--- src/rtl/nvdla_dbb_tcdm_bridge.sv ---
`default_nettype none
// ============================================================================
// nvdla_dbb_tcdm_bridge : splits one wide DBB beat across MP 32-bit TCDM ports
// in DW/(32*MP) slices and reassembles read words into a single response beat.
// Rev 1.0
// ============================================================================
module nvdla_dbb_tcdm_bridge #(
  parameter int DW    = 512,
  parameter int MP    = 4,
  parameter int CNT_W = 16
) (
  input  logic              clk_i,
  input  logic              rst_i,
  input  logic              req_valid_i,
  output logic              req_ready_o,
  input  logic              req_write_i,
  input  logic [31:0]       req_addr_i,
  input  logic [DW-1:0]     req_data_i,
  input  logic [DW/8-1:0]   req_be_i,
  output logic              rsp_valid_o,
  input  logic              rsp_ready_i,
  output logic [DW-1:0]     rsp_data_o,
  output logic              wr_done_o,
  output logic              busy_o,
  output logic [CNT_W-1:0]  beat_cnt_o,
  output logic [MP-1:0]     tcdm_req_o,
  input  logic [MP-1:0]     tcdm_gnt_i,
  output logic [MP*32-1:0]  tcdm_add_o,
  output logic [MP-1:0]     tcdm_wen_o,
  output logic [MP*4-1:0]   tcdm_be_o,
  output logic [MP*32-1:0]  tcdm_data_o,
  input  logic [MP*32-1:0]  tcdm_r_data_i,
  input  logic [MP-1:0]     tcdm_r_valid_i
);

  localparam int NW  = DW / 32;
  localparam int S   = NW / MP;
  localparam int SW  = (S > 1) ? $clog2(S) : 1;
  localparam int WIW = (NW > 1) ? $clog2(NW) : 1;

  typedef enum logic [1:0] {
    ST_IDLE  = 2'd0,
    ST_ISSUE = 2'd1,
    ST_WAIT  = 2'd2,
    ST_RESP  = 2'd3
  } state_e;

  state_e                 state_q, state_d;
  logic [29:0]            addr_q, addr_d;
  logic [DW-1:0]          data_q, data_d;
  logic [DW/8-1:0]        be_q, be_d;
  logic                   write_q, write_d;
  logic [SW-1:0]          slice_q, slice_d;
  logic [MP-1:0]          gmask_q, gmask_d;
  logic [MP-1:0]          pend_q, pend_d;
  logic [MP-1:0][SW-1:0]  tag_q, tag_d;
  logic [DW-1:0]          rdata_q, rdata_d;
  logic [CNT_W-1:0]       cnt_q, cnt_d;
  logic                   wr_done_q, wr_done_d;

  logic [MP-1:0]          w_gnt;
  logic [MP-1:0]          w_rv;
  logic [MP-1:0]          w_all;
  logic                   unused_addr_lsb;

  assign unused_addr_lsb = ^req_addr_i[1:0];

  assign req_ready_o = (state_q == ST_IDLE);
  assign busy_o      = (state_q != ST_IDLE);
  assign rsp_valid_o = (state_q == ST_RESP);
  assign rsp_data_o  = rdata_q;
  assign wr_done_o   = wr_done_q;
  assign beat_cnt_o  = cnt_q;

  // Port p of slice k carries beat word k*MP+p.
  for (genvar p = 0; p < MP; p++) begin : g_port
    logic [WIW-1:0] widx;
    assign widx                    = WIW'(int'(slice_q) * MP + p);
    assign tcdm_req_o[p]           = (state_q == ST_ISSUE) && !gmask_q[p];
    assign tcdm_wen_o[p]           = !write_q;
    assign tcdm_add_o[p*32 +: 32]  = {addr_q, 2'b00} + {{(30-WIW){1'b0}}, widx, 2'b00};
    assign tcdm_be_o[p*4 +: 4]     = be_q[int'(widx)*4 +: 4];
    assign tcdm_data_o[p*32 +: 32] = data_q[int'(widx)*32 +: 32];
  end

  always_comb begin
    state_d   = state_q;
    addr_d    = addr_q;
    data_d    = data_q;
    be_d      = be_q;
    write_d   = write_q;
    slice_d   = slice_q;
    gmask_d   = gmask_q;
    tag_d     = tag_q;
    rdata_d   = rdata_q;
    cnt_d     = cnt_q;
    wr_done_d = 1'b0;

    w_gnt = tcdm_gnt_i & tcdm_req_o;
    w_rv  = tcdm_r_valid_i & pend_q;
    w_all = gmask_q | w_gnt;

    // Read data lands in the word of the slice the port was granted in.
    for (int p = 0; p < MP; p++) begin
      if (w_rv[p]) begin
        rdata_d[(int'(tag_q[p]) * MP + p) * 32 +: 32] = tcdm_r_data_i[p*32 +: 32];
      end
      if (w_gnt[p]) begin
        tag_d[p] = slice_q;
      end
    end
    pend_d = (pend_q & ~w_rv) | (write_q ? '0 : w_gnt);

    case (state_q)
      ST_IDLE: begin
        pend_d = '0;
        if (req_valid_i) begin
          addr_d  = req_addr_i[31:2];
          data_d  = req_data_i;
          be_d    = req_be_i;
          write_d = req_write_i;
          slice_d = '0;
          gmask_d = '0;
          state_d = ST_ISSUE;
        end
      end
      ST_ISSUE: begin
        if (&w_all) begin
          gmask_d = '0;
          if (slice_q == SW'(S - 1)) begin
            if (write_q) begin
              wr_done_d = 1'b1;
              cnt_d     = cnt_q + CNT_W'(1);
              state_d   = ST_IDLE;
            end else begin
              state_d = (pend_d == '0) ? ST_RESP : ST_WAIT;
            end
          end else begin
            slice_d = slice_q + SW'(1);
          end
        end else begin
          gmask_d = w_all;
        end
      end
      ST_WAIT: begin
        if (pend_d == '0) begin
          state_d = ST_RESP;
        end
      end
      ST_RESP: begin
        if (rsp_ready_i) begin
          cnt_d   = cnt_q + CNT_W'(1);
          state_d = ST_IDLE;
        end
      end
      default: state_d = ST_IDLE;
    endcase
  end

  always_ff @(posedge clk_i) begin
    if (rst_i) begin
      state_q   <= ST_IDLE;
      addr_q    <= '0;
      data_q    <= '0;
      be_q      <= '0;
      write_q   <= 1'b0;
      slice_q   <= '0;
      gmask_q   <= '0;
      pend_q    <= '0;
      tag_q     <= '0;
      rdata_q   <= '0;
      cnt_q     <= '0;
      wr_done_q <= 1'b0;
    end else begin
      state_q   <= state_d;
      addr_q    <= addr_d;
      data_q    <= data_d;
      be_q      <= be_d;
      write_q   <= write_d;
      slice_q   <= slice_d;
      gmask_q   <= gmask_d;
      pend_q    <= pend_d;
      tag_q     <= tag_d;
      rdata_q   <= rdata_d;
      cnt_q     <= cnt_d;
      wr_done_q <= wr_done_d;
    end
  end

endmodule
`default_nettype wire

--- config.mk ---
export PLATFORM = sky130hd
export DESIGN_NAME = nvdla_dbb_tcdm_bridge
export DESIGN_NICKNAME = d
export VERILOG_FILES = /design/src/rtl/nvdla_dbb_tcdm_bridge.sv
export SDC_FILE = /design/constraint.sdc
export NUM_CORES = 2
export LEC_CHECK = 0
export BUFFER_PORTS_ARGS = -buffer_cell sky130_fd_sc_hd__buf_2
export CORE_AREA = 2 2 604 606
export CTS_BUF_LIST = sky130_fd_sc_hd__clkbuf_2 sky130_fd_sc_hd__clkbuf_4 sky130_fd_sc_hd__clkbuf_8
export CTS_CLUSTER_SIZE = 12
export DETAILED_ROUTE_END_ITERATION = 12
export DIE_AREA = 0 0 606 608
export SYNTH_ARGS = -nofsm -noshare
export SYNTH_HDL_FRONTEND = slang
export SYNTH_SLANG_ARGS = --single-unit
--- constraint.sdc ---
create_clock -name clk_i -period 3.8 [get_ports clk_i]
set_clock_uncertainty 0.05 [all_clocks]
set_input_delay 0.38 -clock clk_i [delete_from_list [all_inputs] [get_ports clk_i]]
set_output_delay 0.38 -clock clk_i [all_outputs]
set_load 0.1 [all_outputs]
==> results.txt <==
Aggregate global routing overflow: 0
Maximum Capacitance Violations: 0
Result of the run: finished, final reports clean
Final hold vios: 0
Antenna violations before repair: 218
Die area: 368400 um2
Post-synthesis cell type count: 53
Hold/Removal Path Class: in -> reg
Post-layout minimum cycle time: 3.658 ns
Final setup TNS: 0 ns
Number of pins with negative max-slew slack in the final report: 0
Number of cells on the worst reg-to-reg path: 5
# DRC: 0
Crit. End Element: primary output
Main combinational cell family by area after synthesis: simple AND/OR/NAND/NOR gates
Worst path bufs/invs: 4
Overall routing resource usage: 18.16%
TritonCTS clock tree: yes
Standard-cell rows: 221
Post-detailed-route wirelength per cell: 26.97 um
Category of cells accounting for the largest share of critical-path delay: buffers and inverters
Worst setup slack after layout: 0.1423 ns
Main flop type after synthesis: dfxtp_1
Critical Path, Cell by Cell: buf_12 > buf_16 > buf_16 > mux4_2 > clkbuf_4
Post-Place Worst Slack: 0.6672 ns
Power share of the combinational group: 20.3%
Fraction of the mapped netlist area in compound gates: 13.65%
Net load switching power: 11.24 mW
Antenna viol nets, final: 0
CP Capture Point: tcdm_data_o[37]
Power density of the placed cells: 442.3 nW/um2
Die extent in x: 606 um
Number of I/O port buffers: 1550
Post-synth EDFFs: 0
Final Util: 20.99%
Highest net fanout along the worst path: 34
Via count of the routed design: 52390
Endpoint of the lowest-slack register-to-register path: data_q[75]
Number of vias per cell: 4.022
Pin count of the biggest net entering global routing: 153
Area of the placeable core: 361700 um2
Wire length of the first global-routing pass: 453200 um
Mapped Cells: 5481
Clock-pin slew reported for the worst setup and hold paths after clock tree synthesis: 0.06 ns
Max-Slew Margin vs Limit: 21.60%
Final setup violation count: 0
Final weighted congestion in routability-driven placement: 1.024
DR pass1 iterations: 7
Worst stage delay on the critical path: 0.66 ns
Effective utilization at floorplan: 12.53%
Most used cell along the critical path: buf_16
Kind of start point of the critical path: flop
Final cycle utilization of the critical path: 96.25%
Switching portion of total power: 33.48%
Number of H-tree levels: 4
Cell Int Power: 22.34 mW
Final-layout fill cell count: 39940
Area share of fa/ha/maj cells after synthesis: 0.4474%
Share of cells above drive strength 1: 29.17%
Count of pins on the block boundary: 1561
Worst reg-to-reg setup slack: 0.99 ns
Fraction of power consumed by sequential logic: 38.6%
Warning count from the yosys run: 0
Layout Area Growth over Synthesis: 67.58%
Wire length reported by the detailed router: 351300 um
Async SR Flop Fraction: 0%
Xor-xnor portion of the synthesized cell area: 2.378%
Source of the critical timing path: slice_q[0]
Fraction of synthesized area in multiplexers: 7.335%
Area of the mapped netlist: 45300 um2
RSZ-0062 raised after global routing: true
CP max-delay cell: mux4_2
Buffers from clock root to sink, at most: 4
Signal arrival time at the worst endpoint: 3.23 ns
Maximum clock frequency: 0.2734 GHz
Worst-skew pair later-pin latency: 1.05 ns
Final HPWL from detailed placement: 277000 um
Cts bufs inserted: 219
Required arrival time at the worst endpoint: 3.37 ns
Height of the chip: 608 um
Cell at the root of the clock tree: clkbuf_8
Leakage component of the power: 30.37 nW
Starting DRT DRC Count: 5103
Clock share of power: 41.1%
Logic depth of the worst path, buffers included: 5
# clock sinks: 1156
Least-Margin Pin Slew: 1.176 ns
Maximum ir drop on the vdd rail: 0.0002829 V
Net count, final: 8709
Register area share after synthesis: 51.08%
Crit Path Category: reg -> out
Area of the multi-input gates: 21000 um2
Total area of sequential cells: 23150 um2
Post-Syn Area per Cell: 8.266 um2
Synthesized flop and latch total: 1156
Post-synthesis simple-gate area fraction: 20.65%
Vias in the first global route: 50400
registers in the layout, summed over array words and instances (netlist names), named ones only:
name	cells
addr_q	30
gmask_q	4
data_q	512
pend_q	4
beat_cnt_o	16
write_q	1
state_q	1
wr_done_o	1
tag_q	8
slice_q	2
rsp_data_o	512
be_q	64
timing repair:
action,4_1_cts,5_1_grt
hold buffers,991,0
resized for setup,147,13
pin swaps,11,5
endpoints found under the setup margin,209,36
gates cloned,1,1
endpoints found under the hold margin,1151,0
setup buffers,8,6
cells in the mapped netlist (2+ instances only):
cell         n  area, um2
a22oi_1    131      983.4
nor2b_1      7      43.79
and2_1      17      106.4
mux2i_1      8      80.08
fa_1         2      40.04
inv_1       22      82.58
nor4b_2      3      45.04
xnor2_1     85      744.5
xor2_1      38      332.8
a32oi_1      3      26.28
and3_1      10      62.56
a21boi_0     2      15.01
nand2_1   2070       7770
buf_6        3      33.78
buf_2       94      470.5
dfxtp_1   1156      23140
buf_1       18      67.56
mux4_2     144       3243
nand4_1     16      100.1
nor2_1     207      777.0
nand2b_1     4      25.02
nor3b_1      3      22.52
nor4_1       3      18.77
nor3_1      11      55.05
o21ai_0      7      35.03
clkbuf_1   317       1190
or3_1        4      25.02
o22ai_1      2      12.51
a21oi_1   1001       5010
and4_1       8      70.07
o21ai_2      2      17.52
nand3_1     26      130.1
ha_1        13      162.7
a31oi_1      3      18.77
buf_4       23      172.7
worst register-to-register path, stage by stage, from the launching register on:
cell           delay, ns
dfxtp_1             0.60
or3b_4              0.50
buf_4               0.69
nand2_1             0.14
a21oi_1             0.15
dlygate4sd3_1       0.56
cell usage in the layout (no fill, tap or decap), drive strengths merged, types with 7 or more instances in the layout:
master and instances:
clkinvlp 7, conb 8, xnor2 85, ha 13, mux4 144, nor2b 7, o21ai 9, nand3 27
nor2 207, dfxtp 1156, xor2 38, clkbuf 342, and2 17, a21oi 1001, inv 29, a22oi 131
mux2i 8, nand4 16, bufinv 9, clkinv 24, buf 1694, and3 10, nor3 12, nand2 2070
and4 8, dlygate4sd3 991, diode 125
worst min path at each step:
stage,cells after the start,slack [ns],from,to
6_report,4,0.15,req_data_i[500],data_q[500]
5_1_grt,4,0.08,req_be_i[30],be_q[30]
4_1_cts,4,0.0008,req_be_i[41],be_q[41]
3_3_place_gp,2,0.39,data_q[379],data_q[379]
2_1_floorplan,2,0.38,be_q[32],be_q[32]
3_5_place_dp,2,0.39,data_q[309],data_q[309]
cell families after synthesis:
| family | after synthesis |
|---|---|
| XOR/XNOR | 123 |
| AND/OR/NAND/NOR | 2398 |
| flip-flops | 1156 |
| buffers and inverters | 477 |
| other | 1 |
| AO/OA/AOI/OAI | 1159 |
| adder cells (fa/ha/maj) | 15 |
| multiplexers | 152 |
per-stage QoR:
stage / hold WS (ns) / cells / power (mW) / area (um2)
floorplan: 0.3831 / 5488 / 16.61 / 45910
global placement: 0.3894 / 11510 / 18.97 / 60270
detailed placement: 0.3931 / 11510 / 19.00 / 60270
CTS: 0.0008287 / 12890 / 34.02 / 75480
global route: 0.07759 / 12980 / 34.85 / 75790
finish: 0.1474 / 13030 / 33.58 / 75920
per-layer routing:
metal	up-vias	global-route usage [%]	share of wire (%)
li1	23210	-	-
met1	25050	20.83	38
met2	3022	28.33	44
met3	1021	7.826	12
met4	96	9.753	6.2
met5	-	0.1437	0.18
final cells by class:
type / count / share of cell area [%]
timing repair buffer: 2691 / 27.17
antenna: 125 / 0.4120
multi-input combinational: 3855 / 27.66
clock inverter: 47 / 0.7614
inverter: 22 / 0.1088
tap: 4794 / 7.901
sequential: 1156 / 30.50
clock buffer: 336 / 5.490
power by group through the flow:
stage | Clock (mW) | Sequential, mW | Combinational [mW]
floorplan | 0 | 13.2 | 3.42
global placement | 0 | 13.2 | 5.76
detailed placement | 0 | 13.2 | 5.78
CTS | 14.2 | 13.0 | 6.87
global route | 14.6 | 13.0 | 7.20
finish | 13.8 | 13.0 | 6.81
No activity file was read; power rests on OpenSTA's default activity.
